<file path="src/rtl/dcsk_pkg.sv">
// Shared DCSK definitions: spreading-factor IDs, frame constants and receiver states.
// Common to the transmitter and receiver so both ends agree on the chip/frame layout.
package dcsk_pkg;

  localparam int MSG_W  = 32;
  localparam int MAX_SF = 64;

  typedef enum logic [1:0] {SF8, SF16, SF32, SF64} sf_id_e;

  typedef enum logic [1:0] {IDLE, REF, DATA} rx_state_e;

  function automatic logic [6:0] sf_len(sf_id_e id);
    return 7'd8 << id;
  endfunction

endpackage

</file>
<file path="src/rtl/dcsk_rx_if.sv">
// Chip-stream input and decoded-message output bundle of the DCSK receiver.
// The slave modport is the receiver side; the master modport is the chip source and sink.
interface dcsk_rx_if #(parameter int MSG_W = 32);
  logic             i_rx;
  logic [1:0]       i_sf;
  logic [MSG_W-1:0] o_msg;
  logic             o_valid;
  logic             o_busy;
  logic [6:0]       o_corr;

  modport master (output i_rx, i_sf, input o_msg, o_valid, o_busy, o_corr);
  modport slave  (input i_rx, i_sf, output o_msg, o_valid, o_busy, o_corr);
endinterface

</file>
<file path="src/rtl/dcsk_correlator.sv">
// Reference-chip buffer plus running match counter; one chip per clock, no backpressure.
// hit is combinational so the owner can see the count including the current chip.
module dcsk_correlator #(
  parameter int MAX_SF = dcsk_pkg::MAX_SF
) (
  input  logic                       i_clk,
  input  logic                       i_arst,
  input  logic                       wr,
  input  logic                       cmp,
  input  logic                       clr,
  input  logic                       din,
  input  dcsk_pkg::sf_id_e           sf,
  output logic [$clog2(MAX_SF+1)-1:0] match_cnt,
  output logic                       hit,
  output logic                       last
);
  import dcsk_pkg::*;

  localparam int IW = $clog2(MAX_SF);
  localparam int CW = $clog2(MAX_SF + 1);

  logic [MAX_SF-1:0] ref_buf;
  logic [IW-1:0]     idx;
  logic [CW-1:0]     len;

  assign len  = CW'(sf_len(sf));
  assign last = (CW'(idx) == len - CW'(1));
  assign hit  = (din == ref_buf[idx]);

  always_ff @(posedge i_clk or posedge i_arst) begin
    if (i_arst) begin
      ref_buf   <= '0;
      idx       <= '0;
      match_cnt <= '0;
    end else if (clr) begin
      idx       <= '0;
      match_cnt <= '0;
    end else if (wr) begin
      ref_buf[idx] <= din;
      if (last) begin
        idx       <= '0;
        match_cnt <= '0;
      end else begin
        idx <= idx + IW'(1);
      end
    end else if (cmp) begin
      // Saturation is unnecessary: at most SF hits per bit and CW holds MAX_SF.
      match_cnt <= match_cnt + CW'(hit);
      idx       <= last ? '0 : idx + IW'(1);
    end
  end

endmodule

</file>
<file path="src/rtl/dcsk_rx.sv">
// DCSK receiver: start-chip detect, per-bit reference/data correlation, 32-bit reassembly.
// o_msg/o_valid update on the edge sampling the last data chip; no backpressure (free-running chips).
module dcsk_rx #(
  parameter int MSG_W  = dcsk_pkg::MSG_W,
  parameter int MAX_SF = dcsk_pkg::MAX_SF
) (
  input logic      i_clk,
  input logic      i_arst,
  dcsk_rx_if.slave bus
);
  import dcsk_pkg::*;

  localparam int BW = $clog2(MSG_W);
  localparam int CW = $clog2(MAX_SF + 1);

  rx_state_e        state_q, state_d;
  sf_id_e           sf_q;
  logic [BW-1:0]    bit_cnt;
  logic [MSG_W-1:0] shreg, shreg_nxt, msg_q;
  logic [CW-1:0]    match_cnt, count, half, corr_q;
  logic             wr, cmp, clr, bit_end, done, hit, last, bit_dec, valid_q;

  dcsk_correlator #(.MAX_SF(MAX_SF)) u_corr (
    .i_clk     (i_clk),
    .i_arst    (i_arst),
    .wr        (wr),
    .cmp       (cmp),
    .clr       (clr),
    .din       (bus.i_rx),
    .sf        (sf_q),
    .match_cnt (match_cnt),
    .hit       (hit),
    .last      (last)
  );

  // Decision uses the count including the chip being sampled; a tie decodes as 0.
  assign count     = match_cnt + CW'(hit);
  assign half      = CW'(sf_len(sf_q)) >> 1;
  assign bit_dec   = (count > half);
  assign shreg_nxt = {shreg[MSG_W-2:0], bit_dec};

  always_ff @(posedge i_clk or posedge i_arst) begin
    if (i_arst) state_q <= IDLE;
    else        state_q <= state_d;
  end

  always_comb begin
    state_d = state_q;
    wr      = 1'b0;
    cmp     = 1'b0;
    clr     = 1'b0;
    bit_end = 1'b0;
    done    = 1'b0;
    case (state_q)
      IDLE: begin
        if (bus.i_rx) begin
          clr     = 1'b1;
          state_d = REF;
        end
      end
      REF: begin
        wr = 1'b1;
        if (last) state_d = DATA;
      end
      DATA: begin
        cmp = 1'b1;
        if (last) begin
          bit_end = 1'b1;
          if (bit_cnt == BW'(MSG_W - 1)) begin
            done    = 1'b1;
            state_d = IDLE;
          end else begin
            state_d = REF;
          end
        end
      end
      default: state_d = IDLE;
    endcase
  end

  always_ff @(posedge i_clk or posedge i_arst) begin
    if (i_arst) begin
      sf_q    <= SF8;
      bit_cnt <= '0;
      shreg   <= '0;
      msg_q   <= '0;
      corr_q  <= '0;
      valid_q <= 1'b0;
    end else begin
      valid_q <= done;
      if (clr) begin
        sf_q    <= sf_id_e'(bus.i_sf);
        bit_cnt <= '0;
      end
      if (bit_end) begin
        shreg  <= shreg_nxt;
        corr_q <= count;
        if (done) msg_q   <= shreg_nxt;
        else      bit_cnt <= bit_cnt + BW'(1);
      end
    end
  end

  assign bus.o_msg   = msg_q;
  assign bus.o_valid = valid_q;
  assign bus.o_busy  = (state_q != IDLE);
  assign bus.o_corr  = 7'(corr_q);

endmodule

</file>
<file path="src/flat_wrapper.sv">
// flat-port wrapper written by rule: the top's interface ports become plain ports
module dcsk_rx_flat import dcsk_pkg::*;
#(
  parameter int MSG_W  = dcsk_pkg::MSG_W,
  parameter int MAX_SF = dcsk_pkg::MAX_SF
)
  (i_clk, i_arst, bus_i_rx, bus_i_sf, bus_o_msg, bus_o_valid, bus_o_busy, bus_o_corr);
  dcsk_rx_if #(.MSG_W(MSG_W)) bus_i ();
  input logic i_clk;
  input logic i_arst;
  input wire logic [$bits(bus_i.i_rx)-1:0] bus_i_rx;
  input wire logic [$bits(bus_i.i_sf)-1:0] bus_i_sf;
  output wire logic [$bits(bus_i.o_msg)-1:0] bus_o_msg;
  output wire logic [$bits(bus_i.o_valid)-1:0] bus_o_valid;
  output wire logic [$bits(bus_i.o_busy)-1:0] bus_o_busy;
  output wire logic [$bits(bus_i.o_corr)-1:0] bus_o_corr;
  assign bus_i.i_rx = bus_i_rx;
  assign bus_i.i_sf = bus_i_sf;
  assign bus_o_msg = bus_i.o_msg;
  assign bus_o_valid = bus_i.o_valid;
  assign bus_o_busy = bus_i.o_busy;
  assign bus_o_corr = bus_i.o_corr;
  dcsk_rx #(.MSG_W(MSG_W), .MAX_SF(MAX_SF)) u_core (.i_clk(i_clk), .i_arst(i_arst), .bus(bus_i));
endmodule
</file>
<file path="config.mk">
export PLATFORM = sky130hd
export DESIGN_NAME = dcsk_rx_flat
export DESIGN_NICKNAME = d
export VERILOG_FILES = /design/src/rtl/dcsk_pkg.sv /design/src/rtl/dcsk_rx_if.sv /design/src/rtl/dcsk_correlator.sv /design/src/rtl/dcsk_rx.sv /design/src/flat_wrapper.sv
export SDC_FILE = /design/constraint.sdc
export NUM_CORES = 1
export LEC_CHECK = 0
export CORE_MARGIN = 2
export CORE_UTILIZATION = 45
export DETAILED_ROUTE_END_ITERATION = 12
export PLACE_DENSITY = 0.74
export SLEW_MARGIN = 20
export SYNTH_ARGS = -nofsm -noshare
export SYNTH_HDL_FRONTEND = slang
export SYNTH_SLANG_ARGS = --single-unit
</file>
<file path="constraint.sdc">
create_clock -name i_clk -period 11.15 [get_ports i_clk]
set_input_delay 3.345 -clock i_clk [delete_from_list [all_inputs] [get_ports i_clk]]
set_output_delay 3.345 -clock i_clk [all_outputs]
set_load 0.01 [all_outputs]
</file>
-- Word level (Yosys, flattened, before mapping)
Index checks and enable logic that the tools add are counted.
- flip-flop bits (word level): 157
- latch bits: 0
- bits in writable memories: 0
- ROM bits: 0
- input bits: 5
- output and inout port bits: 41
- logic and storage cells: 66
- memories kept: 0
- $add $sub $neg: 4
- multiply operators: 0
- divide/modulo/power cells: 0
- magnitude comparators: 3
- equality and inequality tests: 9
- shift-type cells: 1
- muxes and demuxes: 30
- bitwise gates (word level): 1
- reduce and logical (&&, ||, !) cells: 8
- operators with widths (cell ; count):
    $bwmux W64 ; 1
    $mux W7 ; 4
    $mux W6 ; 4
    $mux W5 ; 3
    $mux W1 ; 12
    $add A7 B1 Y7 ; 1
    $eq A6 B7 Y1 ; 1
    $gt A7 B6 Y1 ; 1
    $lt A6 B7 Y1 const B ; 1
    $shl A4 B2 Y7 const A ; 1
    $sub A7 B1 Y7 const B ; 1
    $add A6 B1 Y6 const B ; 1
    $bmux W1 S6 ; 1
    $demux W1 S6 ; 1
    $ge A6 B1 Y1 const B ; 1
    $mux W2 ; 3
    $pmux W2 S3 ; 1
    $reduce_and A2 Y1 ; 3
    $add A5 B1 Y5 const B ; 1
    $eq A5 B5 Y1 const B ; 1
    $ne A2 B1 Y1 const B ; 2
    $ne A3 B1 Y1 const B ; 1
    $reduce_and A3 Y1 ; 1
    $reduce_bool A3 Y1 ; 1
    8 further kinds ; 8

-- Depth between registers and ports, before layout
Gate-level depths: netlist (run 1).
- depth in word-level cells: 7
- gate-level depth with buffers: 19
- depth with buffers taken out: 16

-- Hierarchy
A second synthesis (run 1) with hierarchy kept.
- cell total of the unflattened synthesis: 737
- area total of the unflattened synthesis: 7452.1 um^2
- by module, submodules not included (module ; instances ; cells an instance ; area each (um^2) ; seq. area each (um^2)):
    dcsk_correlator ; 1 ; 378 ; 4100.2 ; 1926.8
    dcsk_rx ; 1 ; 359 ; 3352.0 ; 2001.9

-- Worst setup path before layout (run 1)
No wires, ideal clock.
- kind: input to register
- start: in bus_i_rx
- end: reg u_core.msg_q[0] (netlist: u_core.bus.o_msg[0])
- setup time: 125 ps
- arrival time: 6248 ps
- data required time: 11025 ps
- setup slack: 4778 ps
- cell stages on the path: 14
- path buffers: 3
- path through: clkbuf_1 -> clkbuf_1 -> clkbuf_1 -> xnor2_1 -> ha_1 -> ha_1 -> xor2_1 -> ha_1 -> nand2_1 -> nor3_1 -> a21oi_1 -> maj3_1 -> a221o_1 -> mux2_2
- word-level cells in the longest chain between the ends: 3
- ends and longest elaborated chain (item ; RTL line ; text):
    start, declared ; flat_wrapper.sv:11 ; input wire logic [$bits(bus_i.i_rx)-1:0] bus_i_rx;
    $eq A1 B1 Y1 ; dcsk_correlator.sv:28 ; assign hit = (din == ref_buf[idx]);
    $add A7 B1 Y7 ; dcsk_rx.sv:37 ; assign count = match_cnt + CW'(hit);
    net u_core.count[2] ; dcsk_rx.sv:20 ; logic [CW-1:0] match_cnt, count, half, corr_q;
    $gt A7 B6 Y1 ; dcsk_rx.sv:39 ; assign bit_dec = (count > half);
    end signal, assigned ; dcsk_rx.sv:98 ; if (done) msg_q <= shreg_nxt;
    end, declared ; dcsk_rx.sv:19 ; logic [MSG_W-1:0] shreg, shreg_nxt, msg_q;
The timed path passes the listed nets, and every way through them passes these cells.
A chain may end at the register's enable or synchronous reset.

-- Final worst setup path (run 1)
- start: in bus_i_rx
- end: reg u_core.shreg[0]
- word-level cells in the longest chain between the ends: 3
- ends and longest elaborated chain (item ; RTL line ; text):
    $eq A1 B1 Y1 ; dcsk_correlator.sv:28 ;
    $add A7 B1 Y7 ; dcsk_rx.sv:37 ;
    net u_core.count[2] ; dcsk_rx.sv:20 ;
    $gt A7 B6 Y1 ; dcsk_rx.sv:39 ;
    end signal, assigned ; dcsk_rx.sv:96 ; shreg <= shreg_nxt;
    end, declared ; dcsk_rx.sv:19 ;
The timed path passes the listed nets, and every way through them passes these cells.

==> out/results.txt, run 1 <==
The flow ran to the end, and the final reports show no timing, DRC or antenna violations. The number of nets handed over by synthesis was 628. Setup violations remaining at the end of the flow were counted as 0. The placed cell count is 841, and the hold violation count in the final report is 0. In this run the standard cell core region covers 16000 µm². Detailed placement ended at an HPWL of 9440 µm.

The cell that appears most often on the critical path is sky130_fd_sc_hd__ha_1. Entering global routing, the biggest net connects 85 pins. Cells with a size suffix above 1 make up 29.2% of the layout. The via count of the first global-routing pass is 4897. The kind of cell with the highest combined delay along the critical path is adder cells. Input and output buffers added on the ports amount to 45.

The run gives 157 as the clock sink count. During I/O placement, the number of pins put on the boundary was 46. The buffers plus inverters on the worst setup path came out at 2. The worst path uses 55.0% of the clock period. The biggest area contributor in the post-synthesis netlist is sky130_fd_sc_hd__dfrtp_1. For this run, the leading register cell type out of synthesis is sky130_fd_sc_hd__dfrtp_1.

Classification of the worst setup path: in -> reg. First-pass GRT wire length: 25400 µm. The area growth from synthesis to layout is 16.2%.

The worst-case IR drop observed on VDD is 0.130 mV. Counting every instance in the synthesized netlist gives 614. The repair_antennas step left the layout with diodes totalling 0. Once the floorplan was initialized, standard cells occupied 46.4% of the core.

For the netlist area before placement, the log shows 7420 µm². The floorplan step set the die height to 132 µm. Averaged over all synthesized cells, the footprint is 12.1 µm². The number of clock buffers added by TritonCTS is 17. The total of flip-flops plus latches after synthesis was 157; the filler cell count in the final layout was 1380. The longest clock path from root to sink contains 2 buffers.

The H-tree was split into 4 levels. The setup skew after layout is 0.0279 ns, and the final instance count without filler cells is 873. Traced cell by cell, the critical path runs through buf_2 > buf_4 > xnor2_1 > ha_1 > ha_1 > xor2_1 > ha_1 > nand2_1 > nor3_1 > a21oi_1 > maj3_1 > a221o_1 > mux2_2.

Number of antenna-violating nets in the routed design: 0. At the worst endpoint, the required time is 11.47 ns. The post-cts hold buffer count came out at 0. Static leakage: 0.00390 µW. The buffer cell driving the clock tree root is sky130_fd_sc_hd__clkbuf_16. TritonCTS built the clock tree.

STA classifies the critical path startpoint as an input port. The later pin in the worst-skew pair is clocked with a latency of 0.44 ns. Detail-routed via count per cell: 5.58. Global routing used 18.2% of the available tracks.

The async set-reset flop share out of synthesis works out to 100%. The horizontal die dimension works out to 132 µm. By area the synthesized netlist is led by sky130_fd_sc_hd__dfrtp_1 (53%), sky130_fd_sc_hd__mux2_2 (21%), sky130_fd_sc_hd__nand2_1 (2.7%), sky130_fd_sc_hd__nor2_1 (2.4%), sky130_fd_sc_hd__mux2i_1 (1.8%).

On the critical path, the stage with the largest delay is an instance of sky130_fd_sc_hd__buf_4. The run gives 56 as the number of distinct library cell variants in the gate-level netlist after synthesis. Routability-driven placement finished with a final weighted congestion of 0.866.

In the final routed layout, each cell accounts on average for 17.2 µm. The area share of the largest cell type after synthesis works out to 53.0%. At the worst endpoint, the arrival time is 6.45 ns.

Portion of the post-synthesis area used by sequential elements: 53.0%. DRC violation total after the first TritonRoute iteration: 343. Across all layers, the routed design uses 4868 vias. Overall routed net length: 15000 µm.

The peak fanout along the critical path works out to 71. The final critical delay including setup and external delays works out to 6.13 ns. In the final layout, flip-flops and latches occupy 3930 µm². The run gives 17500 µm² as the area enclosed by the die boundary. The run gives 0 as the number of gates given a new drive strength after cts.

The yosys synthesis warning count was 0; the total negative slack for setup checks was 0 ns. Dividing total power by cell area gives a power density of 200 nW/µm². The logs give 0 for the number of DRC violations after detailed routing and 163 MHz for the achievable clock frequency. Transition time at the pin with the least slew margin: 1.09 ns.

In this design, the stage delay of the slowest critical-path cell is 0.50 ns. The floorplan has 46 rows. Final max-slew violation count: 0. The area taken by multi-input logic gates is 3290 µm², and the number of maximum-capacitance constraint violations is 0.

In this run the tightest slew margin relative to its limit is 26.6%. The min-delay analysis places its worst path in the category reg -> reg. The number of flops mapped to enable cells by yosys was 0.

Clock transition at the registers of the reported paths: 0.07 ns. Setup repair after global routing left no endpoint under its margin. The number of antenna violations at the first check in global routing came out at 0.

The logs give 0 for the total congestion overflow and 4 for the first-pass iteration count of the detailed router. In this run the post-CTS setup repair buffer count came out at 0. The worst setup path is captured at a flip-flop.

The tools report the post-layout net count as 658.
==> cell usage after synthesis (all sizes together), types with 7 or more instances <==
cell type / n
a211oi: 7
o21ai: 11
a22o: 8
clkbuf: 21
nor2: 49
a21oi: 10
nor3: 9
ha: 9
mux2: 137
nand3: 11
dfrtp: 157
xnor2: 7
mux2i: 13
buf: 19
nand2: 54
inv: 8
==> per-layer routing <==
metal  up-vias  GRT usage (%)  part of all wire [%]
li1       2255              -                     -
met1      2466           25.5                    45
met2       127           27.1                    48
met3        20           4.96                   5.5
met4         0           7.23                   1.2
met5         -              0                     0
==> power by group <==
part	leakage, µW	internal (µW)	switching [µW]
sequential	0.00208	640	93.1
combinational	0.00153	191	232
clock	0.000288	301	268
total	0.00390	1130	593
==> layout make-up <==
class                           instances  area share [%]
Sequential cell                       157            45.6
Inverter                                8           0.406
Tap cell                              216            3.13
Timing Repair Buffer                   51            5.73
Multi-Input combinational cell        409            38.2
Clock buffer                           17            4.93
Clock inverter                         15            2.03
==> per-stage QoR <==
stage | util [%] | worst slack [ns] | power (µW) | hold WS (ns) | area, µm²
final | 53.9 | 5.02 | 1730 | 0.471 | 8620
after global routing | 53.9 | 4.72 | 1820 | 0.505 | 8620
after CTS | 53.8 | 5.02 | 1740 | 0.481 | 8620
after detailed placement | 50.1 | 4.57 | 1160 | 0.467 | 8020
after global placement | 50.1 | 4.74 | 1140 | 0.464 | 8020
after floorplan | - | 3.57 | 1050 | 0.437 | 7420
==> kinds of logic (layout without fill, tap and decap cells) <==
family          Yosys count  in the layout  share of synthesized area, %
simple gates            170            170                          11.3
buf+inv                  48             91                          2.77
compound gates           64             64                          6.11
flops                   157            157                          53.0
xor+xnor                 10             10                          1.18
mux                     155            155                          24.1
fa+ha+maj                10             10                          1.65
==> worst paths after layout <==
| check | start | endpoint | slack [ns] | depth (start not counted) |
|---|---|---|---|---|
| min in group asynchronous | i_arst | u_core.u_corr.ref_buf[42]$_DFFE_PP0P_ | 3.41 | 2 |
| setup reg to reg | u_core.u_corr.idx[0]$_DFFE_PP0P_ | u_core.shreg[0]$_DFFE_PP0P_ | 6.24 | 16 |
| hold reg to reg | u_core.bit_cnt[3]$_DFF_PP0_ | u_core.bit_cnt[3]$_DFF_PP0_ | 0.47 | 1 |
| max in group asynchronous | i_arst | u_core.u_corr.idx[1]$_DFFE_PP0P_ | 6.55 | 3 |
| hold / removal | u_core.bit_cnt[3]$_DFF_PP0_ | u_core.bit_cnt[3]$_DFF_PP0_ | 0.47 | 1 |
| setup / recovery | bus_i_rx | u_core.shreg[0]$_DFFE_PP0P_ | 5.02 | 13 |
==> sequential cells by signal, indices dropped and copies added (netlist names) <==
register                 cells
u_core.sf_q                  2
u_core.bus.o_valid           1
u_core.u_corr.ref_buf       64
u_core.bit_cnt               5
u_core.bus.o_corr            7
u_core.u_corr.idx            6
u_core.state_q               2
u_core.shreg                31
u_core.bus.o_msg            32
u_core.u_corr.match_cnt      7
==> cells in the final DEF (no fill, tap or decap), drive strengths merged, types with 4 or more instances in the layout <==
| master | netlist | routed |
|---|---|---|
| a211oi | 7 | 7 |
| a21oi | 10 | 10 |
| a221oi | 6 | 6 |
| a22o | 8 | 8 |
| and3 | 5 | 5 |
| and3b | 4 | 4 |
| buf | 19 | 7 |
| clkbuf | 21 | 17 |
| clkdlybuf4s50 | 0 | 44 |
| clkinv | 0 | 8 |
| dfrtp | 157 | 157 |
| ha | 9 | 9 |
| inv | 8 | 14 |
| mux2 | 137 | 137 |
| mux2i | 13 | 13 |
| mux4 | 5 | 5 |
| nand2 | 54 | 54 |
| nand2b | 6 | 6 |
| nand3 | 11 | 11 |
| nand3b | 5 | 5 |
| nand4 | 4 | 4 |
| nor2 | 49 | 49 |
| nor2b | 5 | 5 |
| nor3 | 9 | 9 |
| nor3b | 4 | 4 |
| o21ai | 11 | 11 |
| xnor2 | 7 | 7 |
Power figures use the tool's default switching activity.
==> run 2, diff against run 1 <==
--- a/config.mk
+++ b/config.mk
@@ -8,7 +8,7 @@
 export CORE_MARGIN = 2
 export CORE_UTILIZATION = 45
 export DETAILED_ROUTE_END_ITERATION = 12
-export PLACE_DENSITY = 0.74
+export PLACE_DENSITY = 0.77
 export SLEW_MARGIN = 20
 export SYNTH_ARGS = -nofsm -noshare
 export SYNTH_HDL_FRONTEND = slang
==> constraint.sdc (replaced) <==
create_clock -name i_clk -period 5.2 [get_ports i_clk]
set_input_delay 1.56 -clock i_clk [delete_from_list [all_inputs] [get_ports i_clk]]
set_output_delay 1.56 -clock i_clk [all_outputs]
set_load 0.01 [all_outputs]
==> out/results.txt, run 2 (synthesis results as in run 1) <==
The flow ran to the end, and the final reports show no timing, DRC or antenna violations. The die is 132 µm tall. Of all nets on the critical path, the largest fanout is 24. The count of buffers from port buffering came out at 45. The tree is rooted in a sky130_fd_sc_hd__clkbuf_16.

At the pin with the least slew margin, the transition time is 1.08 ns. The total vias in the final route was 4965; the total CTS buffers was 17. The number of flip-flops in the largest register works out to 64. The die covers 17500 µm². The final critical delay including setup and external delays is 4.72 ns.

The tools report the reg-to-reg critical path endpoint as u_core.shreg[0]$_DFFE_PP0P_. Clock tree synthesis found a total of 157 sinks. For this design the top-level I/O count stands at 46. The total congestion overflow is 0, and the placed cell count is 844. 0 antenna diodes ended up in the layout.

After detailed routing, the number of vias per cell comes to 5.66. Across all setup checks in the final design, the least slack found is 0.481 ns. After legalization and detailed placement, the total HPWL measured 9950 µm. In the layout the commonest cells are sky130_fd_sc_hd__dfrtp_1 (157), sky130_fd_sc_hd__mux2_2 (136), sky130_fd_sc_hd__nand2_1 (54), sky130_fd_sc_hd__nor2_1 (48), sky130_fd_sc_hd__clkdlybuf4s50_1 (44).

After clock tree synthesis, the repair step resized 0 gates. Level count of the clock H-tree: 4. Across the run, the number of max-cap violations was 0.

The hold violation count in the final report is 0, and the core region area is 16000 µm². The run gives 0 as the number of antenna violations at the first check in global routing. Setup repair after global routing left no endpoint under its margin.

The tools report the overall routed net length as 15300 µm. After detailed routing, the number of remaining DRC violations is 0. Dividing the final minimum period by the clock period gives 90.7%. In this run the critical register-to-register path is launched from u_core.u_corr.idx[1]$_DFFE_PP0P_. The run gives 0.43 ns as the clock latency on the worst-skew pair. The cell depth of the worst flop-to-flop path was 15. The run gives 0.48 ns as the flop-to-flop setup slack. The final max-slew violation count was 0. The logs give 4 for the first-pass iteration count of the detailed router and 0.00913 ns for the setup skew after layout.

The classification of the worst setup path was reg -> reg. The first global-routing pass estimated 25500 µm of wire. Type of destination of the critical path: a flip-flop. Buffers added to address setup during post-CTS repair amount to 0.

The logs give 46 for the number of rows created at floorplan and 5.03 ns for the critical path arrival. At the end of routability-driven placement, the weighted congestion stood at 0.883. Counting along the longest clock path gives a buffer depth of 2. Global routing used 18.3% of the available tracks across all layers. Fill cells in the final layout number 1341. Counting flops per register, the top entry is u_core.u_corr.ref_buf. The die is 132 µm wide. For this run, the post-layout net count is 662. The DRC violation total after the first TritonRoute iteration was 316; the area taken by multi-input logic gates was 3290 µm². The path category of the worst min-delay check is reg -> reg.

In this run the power density over the cells is 431 nW/µm². The run gives 77 as the largest net degree at the start of global routing. First element of the critical path: u_core.u_corr.idx[1]$_DFFE_PP0P_. At the placement stage, the worst setup path has a slack of 0.522 ns. The worst setup path is launched from a flip-flop.

After routing, the total negative slack on setup checks comes to 0 ns. The tools report the final instance count without filler cells as 877. The initial cell density of the core is 46.4%. Overall power consumption: 3740 µW. The most common cell after layout, fill and taps aside is sky130_fd_sc_hd__dfrtp_1. The share of final-layout standard cells stronger than drive strength 1 works out to 29.5%. TritonCTS built the clock tree. In this run the tightest slew margin relative to its limit is 27.1%. After clock tree synthesis, the clock-pin slew on the worst setup and hold paths is 0.07 ns. Data on the critical path is required at its endpoint by 5.51 ns.

For this design the static power due to leakage is 0.00392 µW. The critical path endpoint is u_core.shreg[0]$_DFFE_PP0P_. Number of antenna-violating nets in the routed design: 0. Hold repair after CTS inserted 0 buffers. The routed length per instance was 17.5 µm; the area growth from synthesis to final layout was 16.9%.

The achievable clock frequency is 212 MHz, and the maximum vdd ir drop is 0.301 mV. The final count of negative-setup-slack endpoints is 0. The sequential cell area came out at 3930 µm². The run gives 5012 as the via count of the first global-routing pass.
## run 2: per-layer routing
| metal | GRT usage, % | wire length [µm] | vias up |
|---|---|---|---|
| li1 | - | - | 2265 |
| met1 | 24.1 | 6620 | 2497 |
| met2 | 29.6 | 7530 | 174 |
| met3 | 3.54 | 871 | 29 |
| met4 | 7.89 | 320 | 0 |
| met5 | 0 | 0 | - |
## run 2: worst min path at each step
stage | start | endpoint | slack (ns) | depth (start not counted)
4_1_cts | u_core.bit_cnt[3]$_DFF_PP0_ | u_core.bit_cnt[3]$_DFF_PP0_ | 0.49 | 1
2_1_floorplan | u_core.bit_cnt[3]$_DFF_PP0_ | u_core.bit_cnt[3]$_DFF_PP0_ | 0.44 | 1
3_3_place_gp | u_core.bit_cnt[3]$_DFF_PP0_ | u_core.bit_cnt[3]$_DFF_PP0_ | 0.46 | 1
3_5_place_dp | u_core.bit_cnt[3]$_DFF_PP0_ | u_core.bit_cnt[3]$_DFF_PP0_ | 0.48 | 1
5_1_grt | u_core.bit_cnt[3]$_DFF_PP0_ | u_core.bit_cnt[3]$_DFF_PP0_ | 0.51 | 1
6_report | u_core.bit_cnt[3]$_DFF_PP0_ | u_core.bit_cnt[3]$_DFF_PP0_ | 0.49 | 1
## run 2: report_power, final
part	internal, µW	switching [µW]
clock network	684	549
logic	424	516
registers	1370	191
total	2480	1260
## run 2: area by class of cell
| type | count | share of cell area [%] |
|---|---|---|
| tap | 216 | 3.12 |
| multi-input combinational | 409 | 38.0 |
| timing repair buffer | 55 | 6.38 |
| clock inverter | 15 | 1.93 |
| sequential | 157 | 45.3 |
| inverter | 8 | 0.390 |
| clock buffer | 17 | 4.91 |
## run 2: worst max-delay path, cell delays in order, from the launching register on
cell                       delay, ns
sky130_fd_sc_hd__dfrtp_1        0.88
sky130_fd_sc_hd__nor2b_1        0.27
sky130_fd_sc_hd__a221oi_1       0.35
sky130_fd_sc_hd__o221ai_1       0.16
sky130_fd_sc_hd__a211oi_1       0.28
sky130_fd_sc_hd__nand4_1        0.14
sky130_fd_sc_hd__xnor2_1        0.35
sky130_fd_sc_hd__ha_1           0.23
sky130_fd_sc_hd__ha_1           0.24
sky130_fd_sc_hd__xor2_1         0.20
sky130_fd_sc_hd__ha_1           0.27
sky130_fd_sc_hd__o21ai_0        0.20
sky130_fd_sc_hd__a21oi_1        0.11
sky130_fd_sc_hd__maj3_1         0.36
sky130_fd_sc_hd__a221o_1        0.31
sky130_fd_sc_hd__mux2_2         0.26
## run 2: stage by stage
step	utilization (%)	hold WS, ns	area, µm²
final	54.2	0.486	8670
after global routing	54.2	0.506	8670
after CTS	54.0	0.486	8640
after detailed placement	50.3	0.476	8050
after global placement	50.3	0.460	8050
after floorplan	-	0.437	7420
==> run 3, diff against run 2 <==
--- a/config.mk
+++ b/config.mk
@@ -5,6 +5,7 @@
 export SDC_FILE = /design/constraint.sdc
 export NUM_CORES = 1
 export LEC_CHECK = 0
+export CORE_ASPECT_RATIO = 0.5
 export CORE_MARGIN = 2
 export CORE_UTILIZATION = 45
 export DETAILED_ROUTE_END_ITERATION = 12
==> out/results.txt, run 3 (synthesis results as in run 1) <==
The flow ran to the end, and the final reports show no timing, DRC or antenna violations. The finished layout holds 888 standard cells, fillers aside. Detail-routed via count per cell: 5.63.

Across the VDD grid, the largest voltage drop is 0.201 mV. In this run the power density over the cells is 434 nW/µm². Entering global routing, the biggest net connects 84 pins.

The reg-to-reg startpoint was u_core.u_corr.idx[1]$_DFFE_PP0P_. Leaving out fill and tap cells, the most frequent cell in the layout is sky130_fd_sc_hd__dfrtp_1. For the flop-to-flop setup slack, the log shows 0.51 ns. HPWL after detailed placement: 10300 µm.

Clock tree synthesis selected as its root buffer the cell sky130_fd_sc_hd__clkbuf_16. Buffers inserted during clock tree synthesis total 17. The hold violation count in the final report was 0; the share of the clock period used by the worst path was 90.3%. Critical path arrival: 5.01 ns. The worst setup margin came out at 0.506 ns. The endpoint identified for the worst register-to-register timing path is u_core.bus.o_msg[0]$_DFFE_PP0P_. After detailed routing, the number of remaining DRC violations is 0. Type of destination of the critical path: a flip-flop. The logs give 0 for the number of gates given a new drive strength after cts and 157 for the clock sink count.

The initial utilization of the core area, before any placement, comes to 45.6%. Dividing the detail-routed wire length by the instance count gives 17.7 µm. Subtracting the final worst setup slack from the clock period gives 4.69 ns. The total overflow left after global routing is 0. After clock tree synthesis, the clock-pin slew on the worst setup and hold paths is 0.07 ns.

The region available for standard cell placement spans 16300 µm². The depth of the worst hold-timing path is 1. The tools report the minimum setup slack after placement as 0.606 ns. The floorplan step defined a die boundary enclosing 17600 µm². The height of the die was 94.8 µm. The cell occurring most often along the worst timing path was sky130_fd_sc_hd__ha_1. The first global-routing pass estimated 25500 µm of wire. At the worst endpoint, the required time is 5.52 ns. Setup skew after layout: 0.0194 ns. For the placed cell count, the log shows 856.

Cells with a size suffix above 1 make up 29.8% of the layout. The routability congestion estimate is 0.896, and the cell depth of the worst flop-to-flop path is 17. The run gives 3770 µW as the overall power consumption. The final max-slew violation count was 0. Leaving out fill and tap cells, the most frequent cells in the layout are sky130_fd_sc_hd__dfrtp_1 (157), sky130_fd_sc_hd__mux2_2 (136), sky130_fd_sc_hd__nand2_1 (54), sky130_fd_sc_hd__nor2_1 (48), sky130_fd_sc_hd__clkdlybuf4s50_1 (44). After clock tree synthesis, the flow added hold-fix buffers numbering 0. Total negative slack for setup checks: 0 ns. The detailed router finished its first iteration with 366 violations.

Setup repair after global routing left no endpoint under its margin. The buffers plus inverters on the worst setup path came out at 1. The register with the most flip-flops in the final layout is u_core.u_corr.ref_buf.

The library cell contributing the largest single delay on the critical path is sky130_fd_sc_hd__dfrtp_1. In this run the worst hold path is classified as reg -> reg. In this run the core area contains 33 standard-cell rows.

The run gives 5 as the first-pass iteration count of the detailed router. The tools report the end point of the most critical hold path as u_core.bus.o_msg[31]$_DFFE_PP0P_. The tools report the achievable clock frequency as 213 MHz. Once placement finished, the instance area stood at 8080 µm².

The logs give 3310 µm² for the area taken by multi-input logic gates and 0 for the final count of negative-setup-slack endpoints. The count of buffers from port buffering was 45. The startpoint of the most critical hold path was u_core.shreg[30]$_DFFE_PP0P_.

The final layout contains routed wiring with a total length of 15700 µm. Traced cell by cell, the critical path runs through buf_4 > and2_1 > a221oi_1 > nor3_1 > nor4_1 > nand4_1 > xnor2_1 > ha_1 > ha_1 > xor2_1 > ha_1 > nand2_1 > nor3_1 > a21oi_1 > maj3_1 > a221o_1 > mux2_2. Across the whole layout, storage elements account for 3930 µm². The number of antenna diodes in the final layout is 0.

The transition time at the pin with the least slew margin was 1.07 ns. The area growth from synthesis to layout is 17.1%. The number of antenna violations at the first check in global routing is 0.

The post-layout net count came out at 662. In this run the post-CTS setup repair buffer count came out at 0. The number of buffers on the longest clock path came out at 2. With fillers left out, the area of the finished cells amounts to 8690 µm². For the worst-skew pair, the clock arrives at the later sink with an insertion delay of 0.44 ns. The I/O pin count was 46; the largest stage delay on the critical path was 0.60 ns. Measured against its own limit, the worst slew margin works out to 28.3%.

The filler cell count in the final layout was 1390. Classification of the worst setup path: reg -> reg. Across the run, the number of max-cap violations was 0.

Category of cells accounting for the largest share of critical-path delay: simple AND/OR/NAND/NOR gates. TritonCTS built the clock tree. Horizontal die dimension: 186 µm. In this run the number of H-tree levels came out at 4.

The number of flip-flops in the largest register is 64. The tools report the number of antenna-violating nets in the routed design as 0. The worst setup path is launched from a flip-flop.

Along the worst path, the maximum fanout reaches 16. The static leakage is 0.00392 µW, and the global routing usage summed across all routing layers is 18.9%. The via count of the first global-routing pass is 5015, and the total vias in the final route is 4995.
[run 3: how the worst max path moves through the flow]
| stage | start | end | slack [ns] | cells past startpoint |
|---|---|---|---|---|
| finish | u_core.u_corr.idx[1]$_DFFE_PP0P_ | u_core.bus.o_msg[0]$_DFFE_PP0P_ | 0.51 | 17 |
| global placement | u_core.u_corr.idx[1]$_DFFE_PP0P_ | u_core.bus.o_msg[0]$_DFFE_PP0P_ | 0.84 | 16 |
| floorplan | bus_i_rx | u_core.bus.o_msg[0]$_DFFE_PP0P_ | 0.61 | 14 |
| detailed placement | u_core.u_corr.idx[1]$_DFFE_PP0P_ | u_core.bus.o_msg[0]$_DFFE_PP0P_ | 0.61 | 16 |
| CTS | u_core.u_corr.idx[1]$_DFFE_PP0P_ | u_core.bus.o_msg[0]$_DFFE_PP0P_ | 0.58 | 17 |
| global route | u_core.u_corr.idx[1]$_DFFE_PP0P_ | u_core.shreg[0]$_DFFE_PP0P_ | 0.28 | 16 |
[run 3: through the flow]
| stage | utilization, % | hold slack, ns |
|---|---|---|
| after floorplan | - | 0.437 |
| after global placement | 49.6 | 0.461 |
| after detailed placement | 49.6 | 0.472 |
| after CTS | 53.3 | 0.485 |
| after global routing | 53.4 | 0.522 |
| final | 53.4 | 0.485 |
[run 3: routing by layer]
metal  vias to the layer above  wire length, µm  global-route usage, %  share of wire (%)
met3                        39              703                   3.97                4.5
met2                       144             7510                   31.5                 48
met1                      2536             7130                   24.4                 45
met4                         0              349                   7.35                2.2
met5                         -                0                      0                  0
li1                       2276                -                      -                  -
[run 3: final cells by class]
class,instances,area share (%)
Clock buffer,17,4.90
Sequential cell,157,45.2
Timing Repair Buffer,55,6.14
Multi-Input combinational cell,409,38.1
Tap cell,227,3.27
Clock inverter,15,1.99
Inverter,8,0.389
[run 3: power by group]
group / leakage [µW] / switching, µW / internal [µW]
Sequential: 0.00208 / 180 / 1370
Clock: 0.000289 / 583 / 648
Combinational: 0.00155 / 551 / 433
[run 3: worst reg2reg max path, delay by kind of cell (launching register included)]
family | cells | cell delay (ns)
simple gates | 6 | 1.13
flops | 1 | 0.60
compound gates | 3 | 0.75
xor+xnor | 2 | 0.41
mux | 1 | 0.27
buf+inv | 1 | 0.31
fa+ha+maj | 4 | 1.12
